$ cat config.mk
export PLATFORM = sky130hd
export DESIGN_NAME = sd_mod_decim_flat
export DESIGN_NICKNAME = d
export VERILOG_FILES = /design/src/rtl/sd_mod_decim_if.sv /design/src/rtl/sd_mod_decim.sv /design/src/flat_wrapper.sv
export SDC_FILE = /design/constraint.sdc
export NUM_CORES = 1
export LEC_CHECK = 0
export CAP_MARGIN = 15
export CORE_MARGIN = 2
export CORE_UTILIZATION = 58
export CTS_BUF_LIST = sky130_fd_sc_hd__clkbuf_4
export DETAILED_ROUTE_END_ITERATION = 6
export GPL_TIMING_DRIVEN = 0
export MAX_ROUTING_LAYER = met4
export PLACE_DENSITY_LB_ADDON = 0.2
export SLEW_MARGIN = 40
export SYNTH_ARGS = -nofsm -noshare
export SYNTH_HDL_FRONTEND = slang
export SYNTH_SLANG_ARGS = --single-unit
$ cat constraint.sdc
create_clock -name clk -period 5.45 [get_ports clk]
set_clock_uncertainty 0.15 [all_clocks]
set_input_delay 1.635 -clock clk [delete_from_list [all_inputs] [get_ports clk]]
set_output_delay 1.635 -clock clk [all_outputs]
set_load 0.05 [all_outputs]
$ cat src/rtl/sd_mod_decim_if.sv
`default_nettype none
// ============================================================================
// Module   : sd_mod_decim_if
// Brief    : Sample/enable inputs and decimated-result outputs of sd_mod_decim.
// Revision : 1.0 - initial release
// ============================================================================
interface sd_mod_decim_if #(
    parameter int DATA_W   = 24,
    parameter int CHANNELS = 1,
    parameter int OUT_W    = 7
);
    logic                         en;
    logic [CHANNELS*DATA_W-1:0]   analog_in;
    logic [CHANNELS-1:0]          sd_bit;
    logic [CHANNELS*OUT_W-1:0]    out_data;
    logic                         out_valid;

    modport master (
        output en,
        output analog_in,
        input  sd_bit,
        input  out_data,
        input  out_valid
    );

    modport slave (
        input  en,
        input  analog_in,
        output sd_bit,
        output out_data,
        output out_valid
    );
endinterface
`default_nettype wire

$ cat src/rtl/sd_mod_decim.sv
`default_nettype none
// ============================================================================
// Module   : sd_mod_decim
// Brief    : Multi-channel first-order sigma-delta modulator with sinc1/sinc2
//            decimation by OSR.
// Revision : 1.0 - initial release
// ============================================================================
module sd_mod_decim #(
    parameter int DATA_W   = 24,
    parameter int OSR      = 64,
    parameter int CHANNELS = 1,
    parameter int ORDER    = 1
) (
    input  wire logic         clk,
    input  wire logic         reset,
    sd_mod_decim_if.slave     bus
);
    localparam int LOG_OSR = $clog2(OSR);
    localparam int OUT_W   = ORDER * LOG_OSR + 1;
    localparam logic [LOG_OSR-1:0] C_LAST = LOG_OSR'(OSR - 1);

    logic [LOG_OSR-1:0]         r_cnt;
    logic                       r_out_valid;
    logic                       w_decim;
    logic [CHANNELS-1:0]        w_sd_bit;
    logic [CHANNELS*OUT_W-1:0]  w_out_data;

    generate
        if ((OSR < 4) || (OSR > 1024) || ((1 << LOG_OSR) != OSR)) begin : g_bad_osr
            $error("sd_mod_decim: OSR must be a power of two in 4..1024");
        end
    endgenerate

    assign w_decim = bus.en && (r_cnt == C_LAST);

    always_ff @(posedge clk) begin
        if (reset) begin
            r_cnt       <= '0;
            r_out_valid <= 1'b0;
        end else begin
            // Valid drops on held cycles so it is never more than one cycle wide.
            r_out_valid <= w_decim;
            if (bus.en) begin
                r_cnt <= r_cnt + 1'b1;
            end
        end
    end

    generate
        for (genvar c = 0; c < CHANNELS; c++) begin : g_chan
            logic [DATA_W-1:0] w_x;
            logic [DATA_W:0]   w_sum;
            logic [DATA_W-1:0] r_acc;
            logic              r_bit;
            logic              w_b;

            assign w_x   = bus.analog_in[c*DATA_W +: DATA_W];
            assign w_sum = {1'b0, r_acc} + {1'b0, w_x};
            assign w_b   = w_sum[DATA_W];

            always_ff @(posedge clk) begin
                if (reset) begin
                    r_acc <= '0;
                    r_bit <= 1'b0;
                end else if (bus.en) begin
                    r_acc <= w_sum[DATA_W-1:0];
                    r_bit <= w_b;
                end
            end

            assign w_sd_bit[c] = r_bit;

            if (ORDER == 1) begin : g_sinc1
                logic [OUT_W-1:0] r_ones;
                logic [OUT_W-1:0] r_out;
                logic [OUT_W-1:0] w_ones_n;

                // The bit from the decimation edge itself belongs to the frame.
                assign w_ones_n = r_ones + OUT_W'(w_b);

                always_ff @(posedge clk) begin
                    if (reset) begin
                        r_ones <= '0;
                        r_out  <= '0;
                    end else if (bus.en) begin
                        if (w_decim) begin
                            r_out  <= w_ones_n;
                            r_ones <= '0;
                        end else begin
                            r_ones <= w_ones_n;
                        end
                    end
                end

                assign w_out_data[c*OUT_W +: OUT_W] = r_out;
            end else if (ORDER == 2) begin : g_sinc2
                logic [OUT_W-1:0] r_i1, r_i2, r_d1, r_c1, r_out;
                logic [OUT_W-1:0] w_i1n, w_i2n, w_c1n;

                // Modulo-2^OUT_W wrap in the integrators cancels in the combs.
                assign w_i1n = r_i1 + OUT_W'(w_b);
                assign w_i2n = r_i2 + w_i1n;
                assign w_c1n = w_i2n - r_d1;

                always_ff @(posedge clk) begin
                    if (reset) begin
                        r_i1  <= '0;
                        r_i2  <= '0;
                        r_d1  <= '0;
                        r_c1  <= '0;
                        r_out <= '0;
                    end else if (bus.en) begin
                        r_i1 <= w_i1n;
                        r_i2 <= w_i2n;
                        if (w_decim) begin
                            r_d1  <= w_i2n;
                            r_c1  <= w_c1n;
                            r_out <= w_c1n - r_c1;
                        end
                    end
                end

                assign w_out_data[c*OUT_W +: OUT_W] = r_out;
            end else begin : g_bad_order
                $error("sd_mod_decim: ORDER must be 1 or 2");
            end
        end
    endgenerate

    assign bus.sd_bit    = w_sd_bit;
    assign bus.out_data  = w_out_data;
    assign bus.out_valid = r_out_valid;

endmodule
`default_nettype wire

$ cat src/flat_wrapper.sv
// flat-port wrapper written by rule: the top's interface ports become plain ports
module sd_mod_decim_flat 
#(
    parameter int DATA_W   = 24,
    parameter int OSR      = 64,
    parameter int CHANNELS = 1,
    parameter int ORDER    = 1
)
  (clk, reset, bus_en, bus_analog_in, bus_sd_bit, bus_out_data, bus_out_valid);
  sd_mod_decim_if #(.DATA_W(DATA_W), .CHANNELS(CHANNELS), .OUT_W((7))) bus_i ();
  input  wire logic clk;
  input  wire logic reset;
  input wire logic [$bits(bus_i.en)-1:0] bus_en;
  input wire logic [$bits(bus_i.analog_in)-1:0] bus_analog_in;
  output wire logic [$bits(bus_i.sd_bit)-1:0] bus_sd_bit;
  output wire logic [$bits(bus_i.out_data)-1:0] bus_out_data;
  output wire logic [$bits(bus_i.out_valid)-1:0] bus_out_valid;
  assign bus_i.en = bus_en;
  assign bus_i.analog_in = bus_analog_in;
  assign bus_sd_bit = bus_i.sd_bit;
  assign bus_out_data = bus_i.out_data;
  assign bus_out_valid = bus_i.out_valid;
  sd_mod_decim #(.DATA_W(DATA_W), .OSR(OSR), .CHANNELS(CHANNELS), .ORDER(ORDER)) u_core (.clk(clk), .reset(reset), .bus(bus_i));
endmodule
After elaboration in Yosys (flattened, before gate mapping)
Index checks and enable logic that the tools add are counted.

operators by class
  $add $sub $neg = 3
  multiply operators = 0
  divide/modulo/power cells = 0
  $lt $le $gt $ge = 0
  equal/unequal tests = 1
  shift-type cells = 0
  mux-type cells = 1
  bitwise gates (word level) = 0
  reductions and logical operators = 2

operator list
  cell                                         number
  adder 24 x 24 -> 25 bit                      1
  adder 7 x 1 -> 7 bit                         1
  two-way mux 7 bit                            1
  adder 6 x 1 -> 6 bit, second input constant  1
  equality test 6 bit, second input constant   1
  AND reduction 2 bit                          1
  logical AND 1 bit                            1

word-level totals
  flip-flop bits (word level) = 46
  latch bits = 0
  RAM bits = 0
  ROM bits = 0
  input bits = 27
  output and inout port bits = 9
  logic and storage cells = 13
  memories = 0

Longest topological paths before layout
Gate-level depths: netlist (run 1).

  depth after elaboration = 3
  gate-level depth with buffers = 17
  depth with buffers taken out = 17

Worst setup path before layout (run 1)
No wires, ideal clock.

  kind = input to register
  from = in bus_analog_in[0]
  to = reg u_core.g_chan[0].g_sinc1.r_ones[6]
  setup time = 128 ps
  arrival time = 4591 ps
  data required time = 5172 ps
  path slack = 582 ps
  stages = 17
  path buffers = 0
  cells stage by stage = ha_1 -> fa_1 -> a211oi_1 -> o21ai_1 -> a32oi_1 -> or2_1 -> a31o_1 -> nand2_1 -> a21o_1 -> ha_1 -> ha_1 -> and3_1 -> nand3_1 -> xor2_1 -> nor2_1 -> mux2i_1 -> nor2_1

on the way
  longest elaborated chain between the ends = 3

RTL lines
  what                            RTL line            text
  from (decl)                     flat_wrapper.sv:14  input wire logic [$bits(bus_i.analog_in)-1:0] bus_analog_in;
  adder 24 x 24 -> 25 bit         sd_mod_decim.sv:58  assign w_sum = {1'b0, r_acc} + {1'b0, w_x};
  via u_core.g_chan[0].w_sum[24]  sd_mod_decim.sv:52  logic [DATA_W:0] w_sum;
  adder 7 x 1 -> 7 bit            sd_mod_decim.sv:79  assign w_ones_n = r_ones + OUT_W'(w_b);
  two-way mux 7 bit               sd_mod_decim.sv:86  if (w_decim) begin
  to (signal assigned)            sd_mod_decim.sv:90  r_ones <= w_ones_n;
  to (decl)                       sd_mod_decim.sv:74  logic [OUT_W-1:0] r_ones;

The timed path passes the listed nets, and every way through them passes these cells.
A chain may end at the register's enable or synchronous reset.

Worst setup path after layout (run 1)
Same ends and word-level chain as after synthesis.

==> impl_metrics.json, run 1 <==
{
  "status": "complete, no violations",
  "finalNonFillerCells": 471,
  "crit_required_ns": 5.56,
  "first_pass_iters": 4,
  "hold_class": "reg -> reg",
  "synth.distinct_cells": 47,
  "cts_buffers": 5,
  "synth-edff-count": 0,
  "grt_antenna_before_repair": 0,
  "fmax_ghz": 0.191,
  "synth_top_area_frac": 0.314,
  "hold_buffers": 0,
  "synthAdderAreaFrac": 0.122,
  "crit_cells": 18,
  "tritoncts": "built",
  "ant_nets": 0,
  "slew_viol_final": 0,
  "slew_headroom": 0.428,
  "p_leak_nw": 1.40,
  "synth-compound-area-share": 0.226,
  "ios": 36,
  "start_kind": "primary input",
  "track_usage": 0.258,
  "setup_viol": 0,
  "drt-initial-drc-count": 134,
  "critPathMaxFanout": 5,
  "clock_path_buffers": 2,
  "crit_type": "in -> reg",
  "numPlacedInstances": 461,
  "crit_path_top_delay_cell": "fa_1",
  "reg2reg_setup_slack_ns": 1.57,
  "synth_seq_cells": 46,
  "yosys-top-cells-area": "dfxtp_1 (31%), ha_1 (12%), nor2_1 (5.5%), nand2_1 (5.1%), o21ai_0 (5.1%)",
  "synthToLayoutAreaGrowth_pct": 18.6,
  "clkSlewWorstSetupHoldPaths_ns": 0.13,
  "port_buffers": 33,
  "vdd_drop_max_uv": 167,
  "num_rows": 25,
  "avgSynthCellArea_um2": 8.13,
  "via_per_inst": 5.85,
  "drc": 0,
  "period_needed_ns": 5.24,
  "post_drt_wl_per_cell_um": 14.1,
  "fp.dieH_um": 75.1,
  "hold_viol": 0,
  "gp_congestion": 0.941,
  "synth-main-ff-cell": "dfxtp_1",
  "die_x_um": 75.1,
  "min_path_cells": 2,
  "holdWs_ns": 0.323,
  "clock_tree.root_cell": "clkbuf_4",
  "async_flop_share": 0,
  "synth_top_family_by_area": "compound AO/OA/AOI/OAI gates",
  "multi_input_area_mm2": 0.00196,
  "cpPeakStageDelay_ns": 0.45,
  "endpoint_kind": "flip-flop",
  "yosysSeqAreaShare": 0.314,
  "vias": 2754,
  "cpMostUsedCell": "ha_1",
  "grt_pass1_vias": 2571,
  "muxShareOfSynthArea": 0.0341,
  "synth_top_area_cell": "dfxtp_1",
  "synth-simple-area-share": 0.204,
  "grt.overflow.total": 0,
  "syn_nets": 416,
  "ff_latch_area_um2": 921,
  "netlist_instances": 361,
  "crit_chain": "clkdlybuf4s50_1, ha_1, fa_1, a211oi_2, o21ai_1, a32oi_2, or2_4, a31o_1, nand2_1, a21o_1, ha_1, ha_1, and3_1, nand3_1, xor2_1, nor2_1, mux2i_1, nor2_1",
  "crit_family": "adder cells",
  "num_antenna_cells": 0,
  "final_cell_area_mm2": 0.00348,
  "post_dp_cell_area_mm2": 0.00335,
  "final_util": 0.727,
  "maxCapViolCount": 0,
  "htree_levels": 2,
  "nFillCells": 390,
  "cp.arrival_ns": 5.35,
  "power.density_mw_per_mm2": 283,
  "ys_warn_count": 0,
  "drive_gt1_frac": 0.0371,
  "core_region_area_mm2": 0.00479,
  "clock_latency_ns": 0.37,
  "synth_xor_area_frac": 0.0776,
  "die_area_mm2": 0.00564,
  "grt_start_max_net_pins": 15,
  "routed_wl_um": 6650,
  "power_w": 0.000985,
  "grt_pass1_wl_um": 11000,
  "dp_hpwl_um": 4920,
  "fin_nets": 458,
  "worst_pin_slew_ns": 0.847,
  "grt_setup_unrepaired": "false",
  "netlist_area_mm2": 0.00293,
  "path_buf_inv": 1,
  "cts.sinks": 46,
  "start_util": 0.613,
  "reg2regPathDepth": 17,
  "finalCritPeriodShare": 0.962
}
metal layers:
| layer | GRT usage | wire [um] | part of all wire |
|---|---|---|---|
| met5 | - | 0 | 0 |
| met4 | 0.107 | 172 | 0.026 |
| met3 | 0.0375 | 273 | 0.041 |
| met2 | 0.438 | 3280 | 0.49 |
| met1 | 0.303 | 2920 | 0.44 |
placed cells by master (no fill, tap or decap), drive strengths merged, types with 2 or more instances in the layout:
| master | n |
|---|---|
| a2111oi | 3 |
| a211oi | 11 |
| a21o | 6 |
| a21oi | 25 |
| a22oi | 3 |
| a31o | 3 |
| a31oi | 2 |
| and2 | 2 |
| and3 | 7 |
| buf | 4 |
| bufinv | 2 |
| clkbuf | 17 |
| clkdlybuf4s50 | 33 |
| dfxtp | 46 |
| ha | 27 |
| inv | 3 |
| mux2i | 10 |
| nand2 | 40 |
| nand2b | 8 |
| nand3 | 10 |
| nand4 | 4 |
| nor2 | 43 |
| nor2b | 5 |
| nor3 | 2 |
| o211ai | 2 |
| o21a | 6 |
| o21ai | 31 |
| o21bai | 2 |
| o41ai | 2 |
| or3 | 4 |
| xnor2 | 14 |
| xor2 | 12 |
per-stage QoR:
| step | worst slack, ns | setup TNS (ns) |
|---|---|---|
| finish | 0.210 | 0 |
| global route | 0.0214 | 0 |
| CTS | 0.0770 | 0 |
| detailed placement | -0.397 | -1.06 |
| global placement | -0.364 | -0.935 |
| floorplan | 0.582 | 0 |
layout make-up:
type | count | area share
plain buffers | 14 | 0.0151
inverters | 3 | 0.00324
well taps | 67 | 0.0241
clock inverters | 3 | 0.0183
flip-flops and latches | 46 | 0.265
repair buffers | 35 | 0.0992
multi-input cells | 298 | 0.565
clock buffers | 5 | 0.0108
registers in the layout, summed over array words and instances (netlist names):
name / count
u_core.bus.sd_bit: 1
u_core.r_cnt: 6
u_core.bus.out_valid: 1
u_core.g_chan.g_sinc1.r_ones: 7
u_core.bus.out_data: 7
u_core.g_chan.r_acc: 24
worst paths after layout:
| path | endpoint | startpoint |
|---|---|---|
| setup reg to reg | u_core.g_chan[0].g_sinc1.r_ones[6]$_SDFFE_PP0P_ | u_core.g_chan[0].r_acc[0]$_SDFFE_PP0P_ |
| hold / removal | u_core.g_chan[0].r_acc[12]$_SDFFE_PP0P_ | u_core.g_chan[0].r_acc[12]$_SDFFE_PP0P_ |
| hold reg to reg | u_core.g_chan[0].r_acc[12]$_SDFFE_PP0P_ | u_core.g_chan[0].r_acc[12]$_SDFFE_PP0P_ |
| setup / recovery | u_core.g_chan[0].g_sinc1.r_ones[6]$_SDFFE_PP0P_ | bus_analog_in[0] |
cells by family (layout without fill, tap and decap cells):
group	count (synthesis)	in the layout
xor gates and xnor gates	26	26
muxes	10	10
adders and majority gates	28	28
AOI/OAI and AO/OA	104	104
DFF	46	46
and+or+nand+nor	130	130
buffers and inverters	17	60
worst reg2reg max path: stages (launching register included):
cell and delay (ns):
dfxtp_1 0.34, ha_1 0.21, fa_1 0.45, a211oi_2 0.25, o21ai_1 0.20, a32oi_2 0.31, or2_4 0.19, a31o_1 0.15
nand2_1 0.05, a21o_1 0.20, ha_1 0.20, ha_1 0.23, and3_1 0.24, nand3_1 0.11, xor2_1 0.23, nor2_1 0.07
mux2i_1 0.15, nor2_1 0.05
where the power goes:
part / switching, W / internal [W]
clock: 0.000115 / 0.000141
combinational: 0.000190 / 0.000153
sequential: 0.0000183 / 0.000367
Yosys cell counts (2+ instances only):
| cell type | n |
|---|---|
| a2111oi_0 | 2 |
| a211oi_1 | 11 |
| a21o_1 | 6 |
| a21oi_1 | 25 |
| a22oi_1 | 3 |
| a31o_2 | 2 |
| a31oi_1 | 2 |
| and2_1 | 2 |
| and3_1 | 7 |
| buf_1 | 2 |
| clkbuf_1 | 12 |
| dfxtp_1 | 46 |
| ha_1 | 27 |
| inv_1 | 3 |
| mux2i_1 | 10 |
| nand2_1 | 40 |
| nand2b_1 | 8 |
| nand3_1 | 10 |
| nand4_1 | 4 |
| nor2_1 | 43 |
| nor2b_1 | 5 |
| nor3_1 | 2 |
| o211ai_1 | 2 |
| o21a_1 | 6 |
| o21ai_0 | 30 |
| o21bai_1 | 2 |
| o41ai_1 | 2 |
| or3_1 | 4 |
| xnor2_1 | 14 |
| xor2_1 | 12 |
what timing repair did:
action,4_1_cts,5_1_grt
pin swaps,0,1
resized for setup,1,2
cloned,0,0
setup endpoints to repair,1,1
buffers inserted,0,2
Note: power is estimated with default switching activity, not from simulation.
==> run 2: changes to the inputs <==
--- a/config.mk
+++ b/config.mk
@@ -10,6 +10,7 @@
 export CORE_UTILIZATION = 58
 export CTS_BUF_LIST = sky130_fd_sc_hd__clkbuf_4
 export DETAILED_ROUTE_END_ITERATION = 6
+export GPL_ROUTABILITY_DRIVEN = 1
 export GPL_TIMING_DRIVEN = 0
 export MAX_ROUTING_LAYER = met4
 export PLACE_DENSITY_LB_ADDON = 0.2
==> results of run 2 <==
The final DEF is identical to that of run 1; final timing and power are the same.
==> run 3: changes to the inputs <==
--- a/config.mk
+++ b/config.mk
@@ -6,7 +6,7 @@
 export NUM_CORES = 1
 export LEC_CHECK = 0
 export CAP_MARGIN = 15
-export CORE_MARGIN = 2
+export CORE_MARGIN = 8
 export CORE_UTILIZATION = 58
 export CTS_BUF_LIST = sky130_fd_sc_hd__clkbuf_4
 export DETAILED_ROUTE_END_ITERATION = 6
==> run 3 against run 2 <==
Utilization fell by 3.5 points. Sequential share of layout area rose by 0.076 points. Combinational power barely moved. Sequential power barely moved. Final area fell by 0.29%. Largest power group unchanged.
==> impl_metrics.json, run 3 (synthesis results as in run 1) <==
{
  "status": "complete, no violations",
  "port_buffers": 33,
  "fin_nets": 458,
  "reg2reg_from": "u_core.g_chan[0].r_acc[0]$_SDFFE_PP0P_",
  "fmax_ghz": 0.188,
  "drive_gt1_frac": 0.0421,
  "clock_latency_ns": 0.36,
  "final_cell_mix": "dfxtp_1 (46), nor2_1 (43), nand2_1 (40)",
  "start_kind": "primary input",
  "cts.sinks": 46,
  "cp.arrival_ns": 5.43,
  "gp_congestion": 0.880,
  "slew_headroom": 0.465,
  "largest_register_ffs": 24,
  "num_antenna_cells": 0,
  "htree_levels": 2,
  "maxCapViolCount": 0,
  "track_usage": 0.192,
  "die_area_mm2": 0.00759,
  "finalCritPeriodShare": 0.976,
  "period_needed_ns": 5.32,
  "grt_antenna_before_repair": 0,
  "clock_tree.root_cell": "clkbuf_4",
  "setup_viol": 0,
  "drt-initial-drc-count": 95,
  "critPathMaxFanout": 5,
  "via_per_inst": 5.73,
  "vias": 2716,
  "clock_power_share": 0.229,
  "post_drt_wl_per_cell_um": 14.4,
  "die_x_um": 87.1,
  "p_sw_frac": 0.341,
  "pwr-share-comb": 0.363,
  "dp_hpwl_um": 5190,
  "grt_pass1_vias": 2625,
  "power.density_mw_per_mm2": 273,
  "grt_start_max_net_pins": 15,
  "seq_power_share": 0.408,
  "tritoncts": "built",
  "crit_type": "in -> reg",
  "routed_wl_um": 6820,
  "clock_path_buffers": 2,
  "hold_viol": 0,
  "grt_pass1_wl_um": 11600,
  "first_pass_iters": 5,
  "nFillCells": 452,
  "ios": 36,
  "grt.overflow.total": 0,
  "ant_nets": 0,
  "synthToLayoutAreaGrowth_pct": 18.3,
  "hold_class": "reg -> reg",
  "core_region_area_mm2": 0.00501,
  "final_util": 0.693,
  "drc": 0,
  "vdd_drop_max_uv": 205,
  "hold_buffers": 0,
  "layout_commonest_cell": "dfxtp_1",
  "num_rows": 26,
  "holdWs_ns": 0.322,
  "p_leak_nw": 1.39,
  "crit_required_ns": 5.56,
  "p_switching_w": 0.000323,
  "min-delay-start": "u_core.bus.out_data[1]$_SDFFE_PP0P_",
  "regMostFlops": "u_core.g_chan.r_acc",
  "fp.dieH_um": 87.1,
  "worst_pin_slew_ns": 0.792,
  "slew_viol_final": 0,
  "internal-power_w": 0.000623,
  "cts_buffers": 5,
  "start_util": 0.586,
  "endpoint_kind": "flip-flop",
  "startpoint": "bus_analog_in[0]",
  "clkSlewWorstSetupHoldPaths_ns": 0.14
}
==> run 3: area by class of cell <==
cell class                 instances  area [um^2]  area share
multi-input combinational        298         1970       0.568
tap                               70         87.6      0.0252
clock buffer                       6         45.0      0.0130
clock inverter                     2         37.5      0.0108
timing repair buffer              35          345      0.0995
buffer                            14         52.6      0.0151
inverter                           3         11.3     0.00325
sequential                        46          921       0.265
==> run 3: metal layers <==
layer / track usage / part of all wire / vias to the layer above
li1: - / - / 1388
met1: 0.221 / 0.44 / 1251
met2: 0.327 / 0.49 / 65
met3: 0.0377 / 0.049 / 12
met4: 0.0641 / 0.018 / 0
met5: - / 0 / -
==> run 3: timing repair <==
action	CTS	global route
setup buffers	0	2
setup endpoints to repair	1	4
resized for setup	1	4
pin swaps	0	2
==> run 3: worst paths after layout <==
check | endpoint | slack, ns | cells after the start
min | u_core.bus.out_data[1]$_SDFFE_PP0P_ | 0.32 | 2
max | u_core.g_chan[0].g_sinc1.r_ones[6]$_SDFFE_PP0P_ | 0.13 | 18
max reg2reg | u_core.g_chan[0].g_sinc1.r_ones[6]$_SDFFE_PP0P_ | 1.51 | 17
min reg2reg | u_core.bus.out_data[1]$_SDFFE_PP0P_ | 0.32 | 2
==> run 3: stage by stage <==
stage | instances | area (um^2) | setup WS, ns | setup TNS (ns) | power, W
after global placement | 464 | 3350 | -0.380 | -1.02 | 0.000710
after global routing | 474 | 3470 | -0.0324 | -0.0324 | 0.00101
after floorplan | 361 | 2930 | 0.582 | 0 | 0.000642
after CTS | 472 | 3440 | 0.0170 | 0 | 0.000939
after detailed placement | 464 | 3350 | -0.453 | -1.43 | 0.000721
final | 474 | 3470 | 0.133 | 0 | 0.000946
==> run 3: worst max-delay path, cell delays in order <==
cell and delay, ns:
clkdlybuf4s50_1 0.41, ha_1 0.24, fa_1 0.45, a211oi_2 0.36
o21ai_2 0.16, a32oi_2 0.31, or2_4 0.20, a31o_1 0.15
nand2_1 0.06, a21o_1 0.19, ha_1 0.19, ha_1 0.23
and3_1 0.25, nand3_1 0.11, xor2_1 0.22, nor2_1 0.07
mux2i_1 0.14, nor2_1 0.05
==> run 3: power by group through the flow <==
stage,clock (W),combinational [W],sequential [W]
after floorplan,0,0.000251,0.000390
after global placement,0,0.000319,0.000392
after detailed placement,0,0.000328,0.000393
after CTS,0.000222,0.000332,0.000385
after global routing,0.000233,0.000387,0.000389
final,0.000217,0.000343,0.000385
